==> config.mk <==
export PLATFORM = sky130hd
export DESIGN_NAME = ili9341_byte_seq
export DESIGN_NICKNAME = d
export VERILOG_FILES = /design/src/rtl/ili9341_byte_seq_pkg.sv /design/src/rtl/ili9341_byte_seq_fifo.sv /design/src/rtl/ili9341_byte_seq.sv
export SDC_FILE = /design/constraint.sdc
export NUM_CORES = 1
export LEC_CHECK = 0
export ABC_AREA = 1
export BUFFER_PORTS_ARGS = -buffer_cell sky130_fd_sc_hd__buf_2
export CAP_MARGIN = 20
export CORE_MARGIN = 2
export CORE_UTILIZATION = 45
export CTS_CLUSTER_DIAMETER = 80
export DETAILED_ROUTE_END_ITERATION = 6
export SYNTH_ARGS = -nofsm -noshare
export SYNTH_HDL_FRONTEND = slang
export SYNTH_SLANG_ARGS = --single-unit
==> constraint.sdc <==
create_clock -name clk -period 1.6 [get_ports clk]
set_input_delay 0.16 -clock clk [delete_from_list [all_inputs] [get_ports clk]]
set_output_delay 0.16 -clock clk [all_outputs]
set_load 0.01 [all_outputs]
==> src/rtl/ili9341_byte_seq_pkg.sv <==
// Shared types for the ILI9341 byte sequencer: FSM states and the queued byte record.
package pkg_ili9341;

    typedef enum logic [2:0] {
        IDLE,
        SETUP,
        SEND,
        WAIT,
        NEXT
    } seq_state_t;

    localparam logic DC_CMD  = 1'b0;
    localparam logic DC_DATA = 1'b1;

    typedef struct packed {
        logic       dc;
        logic [7:0] data;
    } lcd_byte_t;

endpackage

==> src/rtl/ili9341_byte_seq_fifo.sv <==
// Synchronous FIFO of {dc, byte} records. Full/empty are registered from the
// next-state level so they never depend combinationally on push/pop.
module lcd_byte_fifo
    import pkg_ili9341::*;
#(
    parameter int DEPTH = 16
) (
    input  logic                   clk,
    input  logic                   rst,
    input  logic                   push,
    input  lcd_byte_t              wr_entry,
    input  logic                   pop,
    output lcd_byte_t              head,
    output logic                   full,
    output logic                   empty,
    output logic [$clog2(DEPTH):0] level
);

    localparam int AW = $clog2(DEPTH);
    localparam int LW = AW + 1;

    lcd_byte_t         mem [DEPTH];
    logic [AW-1:0]     wr_ptr;
    logic [AW-1:0]     rd_ptr;
    logic              do_push;
    logic              do_pop;
    logic [LW-1:0]     level_nxt;

    assign do_push = push && !full;
    assign do_pop  = pop && !empty;
    assign head    = mem[rd_ptr];

    // Next occupancy; a simultaneous push and pop leaves it unchanged.
    always_comb begin
        level_nxt = level;
        if (do_push && !do_pop)
            level_nxt = level + LW'(1);
        else if (!do_push && do_pop)
            level_nxt = level - LW'(1);
    end

    // Storage array; contents need no reset because the pointers define validity.
    always_ff @(posedge clk) begin
        if (do_push)
            mem[wr_ptr] <= wr_entry;
    end

    // Pointers, level and registered flags; pointers wrap naturally at DEPTH.
    always_ff @(posedge clk or negedge rst) begin
        if (!rst) begin
            wr_ptr <= '0;
            rd_ptr <= '0;
            level  <= '0;
            full   <= 1'b0;
            empty  <= 1'b1;
        end else begin
            if (do_push)
                wr_ptr <= wr_ptr + AW'(1);
            if (do_pop)
                rd_ptr <= rd_ptr + AW'(1);
            level <= level_nxt;
            full  <= (level_nxt == LW'(DEPTH));
            empty <= (level_nxt == '0);
        end
    end

endmodule

==> src/rtl/ili9341_byte_seq.sv <==
// Feeds queued {dc, byte} entries to the SPI serializer one at a time and keeps
// chip-select asserted across back-to-back bytes.
module ili9341_byte_seq
    import pkg_ili9341::*;
#(
    parameter int DEPTH   = 16,
    parameter int TIMEOUT = 64
) (
    input  logic                   clk,
    input  logic                   rst,
    input  logic                   wr_en,
    input  logic                   wr_dc,
    input  logic [7:0]             wr_data,
    output logic                   full,
    output logic                   empty,
    output logic [$clog2(DEPTH):0] level,
    output logic                   busy,
    output logic                   spi_send,
    input  logic                   spi_done,
    output logic [7:0]             spi_data,
    output logic                   lcd_dc,
    output logic                   lcd_cs_n,
    output logic                   ovf,
    output logic                   timeout_err,
    input  logic                   err_clr
);

    localparam int CW = $clog2(TIMEOUT);

    seq_state_t    state;
    seq_state_t    state_nxt;
    lcd_byte_t     head;
    lcd_byte_t     hold;
    logic          pop;
    logic          tmo;
    logic [CW-1:0] cnt;

    lcd_byte_fifo #(.DEPTH(DEPTH)) u_fifo (
        .clk      (clk),
        .rst      (rst),
        .push     (wr_en),
        .wr_entry ('{dc: wr_dc, data: wr_data}),
        .pop      (pop),
        .head     (head),
        .full     (full),
        .empty    (empty),
        .level    (level)
    );

    // State register.
    always_ff @(posedge clk or negedge rst) begin
        if (!rst)
            state <= IDLE;
        else
            state <= state_nxt;
    end

    // Next-state logic; pops happen only in IDLE and NEXT, and done beats the timeout.
    always_comb begin
        state_nxt = state;
        pop       = 1'b0;
        tmo       = 1'b0;
        case (state)
            IDLE: begin
                if (!empty) begin
                    pop       = 1'b1;
                    state_nxt = SETUP;
                end
            end
            SETUP: state_nxt = SEND;
            SEND:  state_nxt = WAIT;
            WAIT: begin
                if (spi_done)
                    state_nxt = NEXT;
                else if (cnt == CW'(TIMEOUT - 1)) begin
                    tmo       = 1'b1;
                    state_nxt = IDLE;
                end
            end
            NEXT: begin
                if (!empty) begin
                    pop       = 1'b1;
                    state_nxt = SETUP;
                end else
                    state_nxt = IDLE;
            end
            default: state_nxt = IDLE;
        endcase
    end

    // Cycles spent in WAIT; restarted while the send pulse is out.
    always_ff @(posedge clk or negedge rst) begin
        if (!rst)
            cnt <= '0;
        else if (state == SEND)
            cnt <= '0;
        else if (state == WAIT)
            cnt <= cnt + CW'(1);
    end

    // Hold register keeps data and D/C stable from SETUP through WAIT.
    always_ff @(posedge clk or negedge rst) begin
        if (!rst)
            hold <= '{dc: DC_CMD, data: 8'h00};
        else if (pop)
            hold <= head;
    end

    // Sticky error flags; a set in the same cycle as err_clr wins.
    always_ff @(posedge clk or negedge rst) begin
        if (!rst) begin
            ovf         <= 1'b0;
            timeout_err <= 1'b0;
        end else begin
            ovf         <= (wr_en && full) || (ovf && !err_clr);
            timeout_err <= tmo || (timeout_err && !err_clr);
        end
    end

    assign spi_send = (state == SEND);
    assign lcd_cs_n = (state == IDLE);
    assign busy     = (state != IDLE);
    assign spi_data = hold.data;
    assign lcd_dc   = hold.dc;

endmodule

* After elaboration in Yosys (flattened, before gate mapping)
Memory sizes are Yosys's and may differ from the RTL's. A register that Yosys moved wholly into a read port is not among the register bits. Index checks and enable logic that the tools add are counted.
Operators by class: add/sub/neg operators 5, multiply operators 0, div/mod/pow operators 0, $lt $le $gt $ge 0, equality and inequality tests 8, shifts and indexed selects 0, multiplexer cells 16, bitwise gates (word level) 0, reduce and logical (&&, ||, !) cells 21
Operators with widths (number):
- $pmux W3 S5 | 1
- $mux W6 | 2
- $mux W5 | 2
- $mux W3 | 3
- $add A4 B1 Y4 const B | 2
- $mux W1 | 8
- $logic_and A1 B1 Y1 | 7
- $add A6 B1 Y6 const B | 1
- $eq A3 B2 Y1 const B | 2
- $eq A6 B6 Y1 const B | 1
- $logic_not A1 Y1 | 6
- $add A5 B1 Y5 const B | 1
- $eq A5 B5 Y1 const B | 1
- $logic_not A5 Y1 | 1
- $sub A5 B1 Y5 const B | 1
- $eq A3 B1 Y1 const B | 1
- $eq A3 B3 Y1 const B | 1
- $logic_not A3 Y1 | 1
- $ne A3 B3 Y1 const B | 1
- $reduce_bool A3 Y1 | 1
- $logic_or A1 B1 Y1 | 2
- $ne A2 B2 Y1 const B | 1
- $reduce_and A2 Y1 | 1
- $reduce_bool A2 Y1 | 1
- $reduce_or A2 Y1 | 1
Word-level totals: register bits after elaboration 26, latch bits 0, bits in writable memories 144, bits in read-only memories 0, bits of input ports 14, output and inout port bits 21, memories kept 1
Memories:
- u_fifo.mem | depth 16, bits a word 9, read ports 1, clocked after Yosys merged registers in 1, write ports 1, RTL line ili9341_byte_seq_fifo.sv:22 | lcd_byte_t mem [DEPTH];

* Logic depth before layout (Yosys ltp)
word-level depth 8, depth in mapped cells 11

* Cells and area by module
Synthesis repeated with hierarchy kept, for this count alone.
Unflattened totals: cell total of the unflattened synthesis 657, area, all modules 7601.0 µm²
Modules (own cells, without submodules):
- lcd_byte_fifo | instances 1, cells each 543, area an instance 6683.9 µm², seq. area each 4700.8 µm²
- ili9341_byte_seq | instances 1, cells each 114, area an instance 917.1 µm², seq. area each 500.5 µm²

* Worst setup path before layout
Ideal clock, no wire load.
path kind reg2reg, start point register u_fifo.full, end point memory u_fifo.mem[15][0] (netlist bit) (enable), library setup time 0.374 ns, arrival time 1.242 ns, required time 1.226 ns, setup slack -0.016 ns, stages on the path, launching flop included 6, buffers on the path 0, period minus slack after synthesis 1.616 ns, cell sequence dfrtp_1 > inv_1 > nand2_2 > inv_4 > nand2_1 > nor2_1
Between the ends: longest elaborated chain between the ends 4
Ends and longest elaborated chain:
- from (decl) | RTL line ili9341_byte_seq_fifo.sv:14 | output logic full,
- from (signal assigned) | RTL line ili9341_byte_seq_fifo.sv:62 | full <= (level_nxt == LW'(DEPTH));
- $logic_not A1 Y1 | RTL line ili9341_byte_seq_fifo.sv:29 | assign do_push = push && !full;
- $logic_and A1 B1 Y1 | RTL line ili9341_byte_seq_fifo.sv:29
- $mux W1 | RTL line ili9341_byte_seq_fifo.sv:44 | if (do_push)
- $mux W1 (not written as such) | RTL line ili9341_byte_seq_fifo.sv:45 | mem[wr_ptr] <= wr_entry;
- to (decl) | RTL line ili9341_byte_seq_fifo.sv:22
No other way between the ends.

* Final worst setup path
start point register state[0], end point output busy
Between the ends: longest elaborated chain between the ends 1
Ends and longest elaborated chain:
- from (decl) | RTL line ili9341_byte_seq.sv:30 | seq_state_t state;
- from (signal assigned) | RTL line ili9341_byte_seq.sv:55 | state <= state_nxt;
- $reduce_bool A3 Y1 | RTL line ili9341_byte_seq.sv:122 | assign busy = (state != IDLE);
- to (decl) | RTL line ili9341_byte_seq.sv:17 | output logic busy,
No other way between the ends.

==> results.md <==
* Tmin final at around 1.5 ns
* WP buf/inv at 3
* Synth top area share at 0.576
* CP max stage cell: dfrtp_2
* Final setup viols at 0
* CP Data Required Time at between 1 and 1.5 ns
* Pleak at 3.53 nW
* Outcome: complete, no violations
* Avg Inst Size Synth at between 10 and 15 um^2
* TritonCTS clock tree: yes
* Initial antenna violation count at 0
* Max Freq at about 660 MHz
* I/O pins at 35
* N_diodes at 0
* Seq/Total Area, Yosys at 0.693
* Clock Latency Late Sink at between 0.4 and 0.5 ns
* Largest cells by area after synthesis: edfxtp_1 (58%), dfrtp_1 (11%), nand2_1 (11%)
* Worst R2R Start: u_fifo.wr_ptr[0]
* Sink Count at 179
* Peak VDD IR at approximately 970 uV
* Clock power share at 0.262
* Vias at roughly 5.1k
* Setup crit end kind: primary output
* Routed WL per cell at around 18 um
* Die width at approximately 130 um
* Crit Path Category: flop to primary output
* Final setup TNS at 0 ns
* Final hold vios at 0
* Drt pass-1 iters at 7
* Net Switching at between 0.006 and 0.007 W
* Vias in the first global route at around 5.1k
* Worst path cell trace: inv_1 -> nand2_2 -> nor2_4 -> inv_1 -> buf_2
* WHS Endpoint: u_fifo.mem[2][8]
* Internal power at slightly above 0.01 W
* Layout Area Growth over Synthesis at 18.2%
* Die area at 0.0177 mm^2
* Yosys warns at 0
* Max-cap violations at 0
* Worst path most repeated cell: inv_1
* Synth Instances at between 600 and 700
* Comb pwr share at 0.360
* Slew @ Worst Pin at around 0.65 ns
* CTS Buf Count at 17
* Number of vias per cell at around 5.3
* Cells after DPL at about 940
* Hold Path Origin: wr_dc
* FF-to-FF End: u_fifo.mem[4][6]
* Root Driver: clkbuf_16
* Core ar. at 0.0165 mm^2
* Synthesized area at 0.00750 mm^2
* GRT Total Usage at 0.204
* RSZ-0062 raised after global routing: false
* HPWL after detailed placement at approximately 11 mm
* CTS Buffer Depth at 2
* CP Data Arrival Time at approximately 1.4 ns
* Number of synthesized register bits at 179
* Min-Delay Path Depth at 1
* Seq pwr share at 0.379
* Clock Skew at roughly 0.0094 ns
* Delay-heaviest family, CP: flip-flops
* Final worst path period share at 0.950
* Detail Route Antenna Nets at 0
* Net Sw Frac at 0.376
* Fin nets at between 700 and 800
* Max-slew violation count at 0
* Worst hold path type: input pin to flop
* Residual DRC at 0
* Die Y at 133 um
* CP max FO at 4
* Worst slew margin at 0.565
* Port bufs at 34
* PwrDens at 1860 mW/mm^2
* CP Launch Type: flop
* Mapped Nets at between 600 and 700
* Fraction of layout instances using a drive strength above 1 at 0.174
* First-pass GRT wire length at around 27 mm
* Number of fill cells at around 1.4k
* Row cnt at 47
* GP Congestion at 0.860
* WL final at roughly 17 mm
* Largest net degree at the start of global routing at 39
* H-tree Lvls at 4
* Post-synth cell types at 31
* Reg2Reg Depth at 5
* Largest stage delay, worst path at 0.45 ns
* Reg2reg setup slack at 0.10 ns
* Yosys top cell by area: edfxtp_1
* 1st-iter DRT viols at ~370
* Initial core utilization at 0.456
* Layout Cells excl Fill at 977
* Grt total ovfl at 0
* Clock Pin Slew Worst Setup and Hold Paths at roughly 0.070 ns
layout make-up:
class                           count  area [um^2]  share of cell area
Clock buffer                       18          429              0.0484
Tap cell                          220          275              0.0310
Inverter                           32          125              0.0141
Timing Repair Buffer               78          602              0.0679
Clock inverter                     14          188              0.0212
Sequential cell                   179         5200               0.587
Multi-Input combinational cell    436         2040               0.230
per-layer routing:
metal	global-route usage	wire length [um]	vias to the layer above
li1	-	-	2454
met5	0	0	-
met4	0.0638	234	0
met3	0.0487	879	20
met2	0.335	8330	151
met1	0.273	7820	2507
cells in the mapped netlist (all sizes together):
cell type,number
a21oi,22
a22o,1
a22oi,1
a32o,1
buf,28
clkbuf,1
clkinv,2
dfrtp,34
dfstp,1
edfxtp,144
ha,8
inv,30
nand2,217
nand3,121
nand4,3
nor2,41
nor3,3
o21ai,7
o32ai,1
or2,3
xor2,7
sequential cells by signal, summed over array words and instances (netlist names), 3 cells and up:
register,count
u_fifo.mem,144
spi_data,8
cnt,6
u_fifo.level,5
u_fifo.rd_ptr,4
u_fifo.wr_ptr,4
state,3
metrics by stage:
step	total power (W)	worst slack (ns)	util	hold slack, ns	cell area, um^2
2_1_floorplan	0.00992	-0.0159	-	-0.136	7500
3_3_place_gp	0.0120	0.0994	0.496	0.215	8160
3_5_place_dp	0.0121	0.0872	0.496	0.239	8160
4_1_cts	0.0164	0.0255	0.536	0.0901	8820
5_1_grt	0.0174	0.00120	0.538	0.110	8870
6_report	0.0165	0.0799	0.538	0.102	8870
worst register-to-register path, delay by kind of cell (launching register included):
family,cells,cell delay [ns]
simple gates,2,0.26
buf+inv,2,0.35
fa+ha+maj,1,0.17
flops,1,0.42
power groups by stage:
| stage | Clock [W] | Sequential (W) | Combinational, W |
|---|---|---|---|
| after floorplan | 0 | 0.00628 | 0.00365 |
| after global placement | 0 | 0.00627 | 0.00569 |
| after detailed placement | 0 | 0.00631 | 0.00578 |
| after CTS | 0.00437 | 0.00622 | 0.00583 |
| after global routing | 0.00455 | 0.00631 | 0.00653 |
| final | 0.00431 | 0.00623 | 0.00592 |
cell families (layout without fill, tap and decap cells):
| kind of cell | Yosys count | after routing | share of synthesized area |
|---|---|---|---|
| and+or+nand+nor | 388 | 388 | 0.223 |
| buffers and inverters | 61 | 142 | 0.0385 |
| adders and majority gates | 8 | 8 | 0.0133 |
| AOI/OAI and AO/OA | 33 | 33 | 0.0240 |
| DFF | 179 | 179 | 0.693 |
| xor gates and xnor gates | 7 | 7 | 0.00817 |
worst max path at each step:
stage,startpoint,endpoint,slack (ns),depth (start not counted)
2_1_floorplan,u_fifo.full,u_fifo.mem[15][0],-0.02,5
3_3_place_gp,u_fifo.wr_ptr[0],u_fifo.mem[6][5],0.1,5
3_5_place_dp,u_fifo.wr_ptr[0],u_fifo.mem[6][3],0.09,5
4_1_cts,state[1],busy,0.03,5
5_1_grt,u_fifo.wr_ptr[0],u_fifo.mem[4][6],0.001,5
6_report,state[0],busy,0.08,5
timing repair:
action,CTS,global route
resized for setup,2,11
pin swaps,0,2
setup endpoints to repair,1,29
buffers inserted,0,2
hold buffers,4,0
endpoints found under the hold margin,27,0
cells in the final DEF (no fill, tap or decap), types with 2 or more instances in the layout:
cell type and n:
a21oi_1 22, buf_12 7, buf_2 34, buf_4 32, bufinv_16 2, clkbuf_16 17
clkinv_1 2, clkinv_4 3, dfrtp_1 31, dfrtp_2 3, dlygate4sd3_1 4, edfxtp_1 144
ha_1 7, inv_1 24, inv_2 4, inv_4 2, inv_6 2, inv_8 6
nand2_1 210, nand2_2 5, nand2_4 2, nand3_1 120, nand4_1 3, nor2_1 36
nor2_2 2, nor2_4 3, nor3_1 2, o21ai_0 7, or2_2 2, xor2_1 7
(Power assumes the default switching activity.)
